===== src/rtl/core_ldst_multiple_seq_if.sv =====
// rtl/core_ldst_multiple_seq_if.sv - beat handshake bus between the LDM/STM sequencer and the memory unit
//
// Signals:
//   xfer_valid  sequencer -> memory  beat offered
//   xfer_ready  memory -> sequencer  beat accepted this cycle
//   xfer_reg    sequencer -> memory  register number of the beat
//   xfer_addr   sequencer -> memory  word-aligned beat address
//   xfer_last   sequencer -> memory  beat is the final one of the sequence
// Modports: master = sequencer side, slave = memory side.

interface core_ldst_multiple_seq_if #(
  parameter int ADDR_W = 32
);
  logic              xfer_valid;
  logic              xfer_ready;
  logic [3:0]        xfer_reg;
  logic [ADDR_W-1:0] xfer_addr;
  logic              xfer_last;

  modport master (
    output xfer_valid,
    output xfer_reg,
    output xfer_addr,
    output xfer_last,
    input  xfer_ready
  );

  modport slave (
    input  xfer_valid,
    input  xfer_reg,
    input  xfer_addr,
    input  xfer_last,
    output xfer_ready
  );
endinterface


===== src/rtl/core_ldst_multiple_seq.sv =====
// rtl/core_ldst_multiple_seq.sv - LDM/STM multiple-register beat sequencer
//
// Ports:
//   clk        in   core clock, all state changes on the rising edge
//   rst_n      in   asynchronous active-low reset
//   start      in   decoded LDM/STM issued this cycle (honoured only when idle)
//   reg_list   in   16-bit register bitmap, bit i = r{i}
//   increment  in   1 = IA/IB, 0 = DA/DB
//   pre_index  in   1 = IB/DB, 0 = IA/DA
//   base       in   base register value Rn
//   abort      in   flush / data abort, cancels the sequence without a done pulse
//   busy       out  sequence in progress
//   xfer       bus  beat handshake (master side): valid/ready/reg/addr/last
//   done       out  one-cycle completion pulse
//   wb_value   out  Rn writeback value, valid while done=1

module core_ldst_multiple_seq #(
  parameter int ADDR_W = 32
) (
  input  logic                       clk,
  input  logic                       rst_n,
  input  logic                       start,
  input  logic [15:0]                reg_list,
  input  logic                       increment,
  input  logic                       pre_index,
  input  logic [ADDR_W-1:0]          base,
  input  logic                       abort,
  output logic                       busy,
  core_ldst_multiple_seq_if.master   xfer,
  output logic                       done,
  output logic [ADDR_W-1:0]          wb_value
);

  typedef enum logic [1:0] {
    IDLE = 2'd0,
    XFER = 2'd1,
    DONE = 2'd2
  } state_t;

  state_t            state;
  logic [15:0]       remain;
  logic              busy_q;
  logic              valid_q;
  logic [3:0]        reg_q;
  logic [ADDR_W-1:0] addr_q;
  logic              last_q;
  logic              done_q;
  logic [ADDR_W-1:0] wb_q;

  function automatic logic [4:0] popcount16(input logic [15:0] v);
    logic [4:0] c;
    c = '0;
    for (int i = 0; i < 16; i++) begin
      c = c + {4'b0000, v[i]};
    end
    return c;
  endfunction

  // Scans downwards so the last hit is the lowest set bit.
  function automatic logic [3:0] lowest_set(input logic [15:0] v);
    logic [3:0] idx;
    idx = '0;
    for (int i = 15; i >= 0; i--) begin
      if (v[i]) begin
        idx = 4'(i);
      end
    end
    return idx;
  endfunction

  function automatic logic single_bit(input logic [15:0] v);
    return (v != 16'd0) && ((v & (v - 16'd1)) == 16'd0);
  endfunction

  logic [4:0]        start_cnt;
  logic [ADDR_W-1:0] span;
  logic [ADDR_W-1:0] first_addr;
  logic [ADDR_W-1:0] wb_start;
  logic [15:0]       remain_next;
  logic              fire;

  assign start_cnt = popcount16(reg_list);
  // 4*n, truncated to the address width so everything wraps modulo 2^ADDR_W.
  assign span      = ADDR_W'({start_cnt, 2'b00});
  assign wb_start  = increment ? (base + span) : (base - span);

  // Beats always go out in ascending address order, so the sequence start is
  // the lowest address of the block regardless of direction.
  always_comb begin
    first_addr = base;
    case ({increment, pre_index})
      2'b10:   first_addr = base;
      2'b11:   first_addr = base + ADDR_W'(4);
      2'b00:   first_addr = base - span + ADDR_W'(4);
      default: first_addr = base - span;
    endcase
  end

  // Clearing the lowest set bit removes exactly the register just issued.
  assign remain_next = remain & (remain - 16'd1);
  assign fire        = valid_q && xfer.xfer_ready;

  always_ff @(posedge clk or negedge rst_n) begin
    if (!rst_n) begin
      state   <= IDLE;
      remain  <= '0;
      busy_q  <= 1'b0;
      valid_q <= 1'b0;
      reg_q   <= '0;
      addr_q  <= '0;
      last_q  <= 1'b0;
      done_q  <= 1'b0;
      wb_q    <= '0;
    end else if (abort) begin
      // Abort wins over any same-cycle transfer or start.
      state   <= IDLE;
      remain  <= '0;
      busy_q  <= 1'b0;
      valid_q <= 1'b0;
      last_q  <= 1'b0;
      done_q  <= 1'b0;
    end else begin
      case (state)
        IDLE: begin
          if (start) begin
            remain <= reg_list;
            wb_q   <= wb_start;
            busy_q <= 1'b1;
            if (reg_list == 16'd0) begin
              state  <= DONE;
              done_q <= 1'b1;
            end else begin
              state   <= XFER;
              valid_q <= 1'b1;
              reg_q   <= lowest_set(reg_list);
              addr_q  <= first_addr;
              last_q  <= (start_cnt == 5'd1);
            end
          end
        end

        XFER: begin
          if (fire) begin
            if (last_q) begin
              state   <= DONE;
              remain  <= '0;
              valid_q <= 1'b0;
              last_q  <= 1'b0;
              done_q  <= 1'b1;
            end else begin
              remain <= remain_next;
              reg_q  <= lowest_set(remain_next);
              addr_q <= addr_q + ADDR_W'(4);
              last_q <= single_bit(remain_next);
            end
          end
        end

        DONE: begin
          state  <= IDLE;
          busy_q <= 1'b0;
          done_q <= 1'b0;
        end

        default: begin
          state   <= IDLE;
          remain  <= '0;
          busy_q  <= 1'b0;
          valid_q <= 1'b0;
          last_q  <= 1'b0;
          done_q  <= 1'b0;
        end
      endcase
    end
  end

  assign busy           = busy_q;
  assign xfer.xfer_valid = valid_q;
  assign xfer.xfer_reg   = reg_q;
  assign xfer.xfer_addr  = addr_q;
  assign xfer.xfer_last  = last_q;
  assign done           = done_q;
  assign wb_value       = wb_q;

endmodule


===== src/flat_wrapper.sv =====
// flat-port wrapper written by rule: the top's interface ports become plain ports
module core_ldst_multiple_seq_flat 
#(
  parameter int ADDR_W = 32
)
  (clk, rst_n, start, reg_list, increment, pre_index, base, abort, busy, done, wb_value, xfer_xfer_valid, xfer_xfer_reg, xfer_xfer_addr, xfer_xfer_last, xfer_xfer_ready);
  core_ldst_multiple_seq_if #(.ADDR_W(ADDR_W)) xfer_i ();
  input  logic clk;
  input  logic rst_n;
  input  logic start;
  input  logic [15:0] reg_list;
  input  logic increment;
  input  logic pre_index;
  input  logic [ADDR_W-1:0] base;
  input  logic abort;
  output logic busy;
  output logic done;
  output logic [ADDR_W-1:0] wb_value;
  output wire logic [$bits(xfer_i.xfer_valid)-1:0] xfer_xfer_valid;
  output wire logic [$bits(xfer_i.xfer_reg)-1:0] xfer_xfer_reg;
  output wire logic [$bits(xfer_i.xfer_addr)-1:0] xfer_xfer_addr;
  output wire logic [$bits(xfer_i.xfer_last)-1:0] xfer_xfer_last;
  input wire logic [$bits(xfer_i.xfer_ready)-1:0] xfer_xfer_ready;
  assign xfer_xfer_valid = xfer_i.xfer_valid;
  assign xfer_xfer_reg = xfer_i.xfer_reg;
  assign xfer_xfer_addr = xfer_i.xfer_addr;
  assign xfer_xfer_last = xfer_i.xfer_last;
  assign xfer_i.xfer_ready = xfer_xfer_ready;
  core_ldst_multiple_seq #(.ADDR_W(ADDR_W)) u_core (.clk(clk), .rst_n(rst_n), .start(start), .reg_list(reg_list), .increment(increment), .pre_index(pre_index), .base(base), .abort(abort), .busy(busy), .xfer(xfer_i), .done(done), .wb_value(wb_value));
endmodule

===== config.mk =====
export PLATFORM = sky130hd
export DESIGN_NAME = core_ldst_multiple_seq_flat
export DESIGN_NICKNAME = d
export VERILOG_FILES = /design/src/rtl/core_ldst_multiple_seq_if.sv /design/src/rtl/core_ldst_multiple_seq.sv /design/src/flat_wrapper.sv
export SDC_FILE = /design/constraint.sdc
export NUM_CORES = 1
export LEC_CHECK = 0
export CORE_ASPECT_RATIO = 1.5
export CORE_MARGIN = 10
export CORE_UTILIZATION = 35
export DETAILED_ROUTE_END_ITERATION = 10
export GPL_TIMING_DRIVEN = 0
export PLACE_DENSITY = 0.56
export SLEW_MARGIN = 40
export SYNTH_ARGS = -nofsm -noshare
export SYNTH_HDL_FRONTEND = slang
export SYNTH_SLANG_ARGS = --single-unit

===== constraint.sdc =====
create_clock -name clk -period 3.2 [get_ports clk]
set_input_delay 0.48 -clock clk [delete_from_list [all_inputs] [get_ports clk]]
set_output_delay 0.48 -clock clk [all_outputs]
set_load 0.05 [all_outputs]

==> flow_metrics.env <==
export IMPL_post_dp_cell_area_um2=11360
export IMPL_routed_wl_mm=44.53
export IMPL_die_y_um=219.7
export IMPL_fin_skew_ns=0.007696
export IMPL_cpLargestDelayFamily="adder cells"
export IMPL_finalSetupViolCount=61
export IMPL_muxShareOfSynthArea_pct=1.211
export IMPL_final_layout_size_suffix_gt1_share_pct=24.55
export IMPL_crit_top_cell="fa_2"
export IMPL_period_share_pct=210.0
export IMPL_cts_sinks=90
export IMPL_yosys_warnings=0
export IMPL_io_buffers=114
export IMPL_synth_xor_area_share_pct=6.309
export IMPL_ant_nets=0
export IMPL_setup_slack_ns=-3.519
export IMPL_synth_compound_area_share_pct=28.21
export IMPL_synth_edf_count=0
export IMPL_place_gp_congestion=0.9528
export IMPL_final_common_cell="nand2_1"
export IMPL_dpl_hpwl_mm=33.63
export IMPL_grt_max_degree=66
export IMPL_min_period_ns=6.719
export IMPL_crit_buf_inv=6
export IMPL_die_area_um2=33630
export IMPL_cp_max_fo=3
export IMPL_peakVddDrop_mv=0.5712
export IMPL_yosys_top_cells_area="dfrtp_1, o21ai_0, nand2_1"
export IMPL_p_leak_nw=5.092
export IMPL_fillers=2575
export IMPL_drc_errors=0
export IMPL_grt_pass1_vias=11419
export IMPL_die_width_um=153.1
export IMPL_utilization_pct=51.63
export IMPL_cts_buffers=9
export IMPL_grt_first_pass_wirelength_mm=66.50
export IMPL_antenna_found_initial=0
export IMPL_synth_top_family_by_area="compound AO/OA/AOI/OAI gates"
export IMPL_hold_viol_final=0
export IMPL_status="finished, violations left"
export IMPL_tightest_slew_ns=0.8978
export IMPL_end_kind="flop"
export IMPL_path_cells="clkdlybuf4s15_1 > inv_2 > fa_2 > fa_1 > fa_1 > fa_1 > fa_2 > fa_2 > inv_4 > fa_2 > or2_4 > buf_4 > buf_6 > buf_6 > a211oi_4 > o221ai_4 > a21oi_4 > nand4_1 > or4_4 > or4_4 > a31o_1"
export IMPL_viasPerCell=6.217
export IMPL_synth_area_per_cell_um2=7.318
export IMPL_synth_largest_area_cell="dfrtp_1"
export IMPL_maxCapViolCount=0
export IMPL_rsz0062_at_grt="true"
export IMPL_core_um2=26400
export IMPL_netlist_area_um2=9301
export IMPL_regArea_um2=2252
export IMPL_rows=73
export IMPL_drt_pass1_iter_count=5
export IMPL_clockRootBuffer="clkbuf_16"
export IMPL_required_ns=3.47
export IMPL_violations="negative setup slack"
export IMPL_clk_path_buf_depth=2
export IMPL_synth_ff_type="dfrtp_1"
export IMPL_gr_usage_all_layers_pct=25.19
export IMPL_clk_pin_slew_ns=0.08
export IMPL_yosysTopAreaCellShare_pct=24.21
export IMPL_synthAdderAreaFrac_pct=5.892
export IMPL_critPathSlowestCell="fa_2"
export IMPL_max_stage_delay_ns=0.61
export IMPL_diodes=0
export IMPL_ios=127
export IMPL_yosys_cell_types_count=79
export IMPL_fin_nets=1580
export IMPL_start_util_pct=35.24
export IMPL_synth_nets=1361
export IMPL_p_per_area_nw_per_um2=837.7
export IMPL_mostFrequentLayoutCells="nand2_1, clkdlybuf4s50_1, dfrtp_1"
export IMPL_wl_per_cell_um=24.30
export IMPL_multi_input_area_um2=7880
export IMPL_final_area_um2=13630
export IMPL_critPathLaunchType="input port"
export IMPL_drtIter0Drc=895
export IMPL_fmax_ghz=0.1488
export IMPL_critPathArrivalTime_ns=6.99
export IMPL_clk_latency_ns=0.37
export IMPL_synthArstFlopShare_pct=100.0
export IMPL_drv_slew=0
export IMPL_ys_ff_latch=90
export IMPL_synth_simple_gate_area_share_pct=27.55
export IMPL_synth_seq_area_share_pct=24.21
export IMPL_syn_to_final_growth_pct=46.52
export IMPL_cts_tree="built"
export IMPL_grt_ovfl_total=0
export IMPL_holdWs_ns=0.3791
export IMPL_via_count=11389
export IMPL_worstSetupPathType="input port to flop"
export IMPL_synth_cells=1271
export IMPL_relSlewSlack_pct=40.15
export IMPL_cts_htree_levels=3
export IMPL_hold_path_class="input port to flop"
-- final timing paths --
path / slack [ns] / from / endpoint / cells past startpoint
worst max-delay path: -3.52 / reg_list[8] / u_core.xfer.xfer_addr[30] / 21
max in group asynchronous: 2.03 / rst_n / u_core.xfer.xfer_reg[3] / 3
min in group asynchronous: 0.54 / rst_n / u_core.wb_value[11] / 2
worst min register to register: 0.48 / u_core.busy / u_core.busy / 2
worst min-delay path: 0.38 / reg_list[0] / u_core.remain[0] / 3
worst max register to register: 0.07 / u_core.remain[0] / u_core.xfer.xfer_last / 10
-- Yosys cell counts (5+ instances only) --
master and instances:
a211oi_1 20, a21o_1 18, a21oi_1 86, a22oi_1 6, a31oi_1 23, and2_1 7
and3_1 11, buf_1 7, buf_2 6, clkbuf_1 85, dfrtp_1 90, fa_1 12
ha_1 23, inv_1 57, mux2i_1 9, nand2_1 136, nand2b_1 10, nand3_1 46
nand4_1 35, nand4b_1 5, nor2_1 82, nor2b_1 13, nor3_1 46, nor4_1 26
nor4b_1 5, o211ai_1 10, o21a_1 8, o21ai_0 126, o21bai_1 7, o22ai_1 18
o311ai_0 6, o31ai_1 17, o32ai_1 5, or2_2 14, or3_1 18, or4_1 21
xnor2_1 47, xor2_1 20
-- repair_timing --
action,4_1_cts,5_1_grt
buffers inserted,71,22
hold buffers,1,0
setup endpoints to repair,68,67
endpoints found under the hold margin,25,0
pin swaps,87,73
gates resized for setup,199,96
gates cloned,1,0
-- where the power goes --
| group | internal, W | switching, W | leakage (nW) |
|---|---|---|---|
| Sequential | 0.00154 | 0.000417 | 1.12 |
| Combinational | 0.00336 | 0.00495 | 3.82 |
| Clock | 0.000629 | 0.000520 | 0.153 |
-- cell families (layout without fill, tap and decap cells) --
family | Yosys count | after routing
compound gates | 411 | 411
xor+xnor | 67 | 67
fa+ha+maj | 37 | 37
buf+inv | 158 | 382
flops | 90 | 90
mux | 11 | 11
simple gates | 497 | 497
-- through the flow --
step | std cells | power, W | setup TNS, ns | worst slack, ns
finish | 1832 | 0.01142 | -159.48 | -3.519
detailed placement | 1723 | 0.008430 | -245.54 | -5.277
CTS | 1812 | 0.01072 | -154.41 | -3.406
floorplan | 1271 | 0.006344 | -147.54 | -3.506
global placement | 1722 | 0.008382 | -422.61 | -5.199
global route | 1832 | 0.01198 | -167.87 | -3.662
-- layer usage --
layer / GRT usage, % / part of all wire, % / up-vias / wire (um)
li1: - / - / 5151 / -
met1: 25.32 / 35 / 5608 / 15730
met2: 46.90 / 53 / 462 / 23450
met3: 3.160 / 4.3 / 168 / 1920
met4: 18.26 / 7.7 / 0 / 3428
met5: 0 / 0 / - / 0
-- cell type report --
type,count,share of cell area (%)
Buffer,100,3.819
Clock buffer,10,1.754
Inverter,58,1.809
Clock inverter,6,0.4591
Tap cell,337,3.094
Timing Repair Buffer,208,14.72
Multi-Input combinational cell,1023,57.82
Sequential cell,90,16.53
-- worst min-delay path: cells and delay by family --
family | cells | cell delay, ns
AO/OA/AOI/OAI | 1 | 0.08
AND/OR/NAND/NOR | 1 | 0.06
buffers and inverters | 1 | 0.10
No activity file was read; power rests on OpenSTA's default activity.
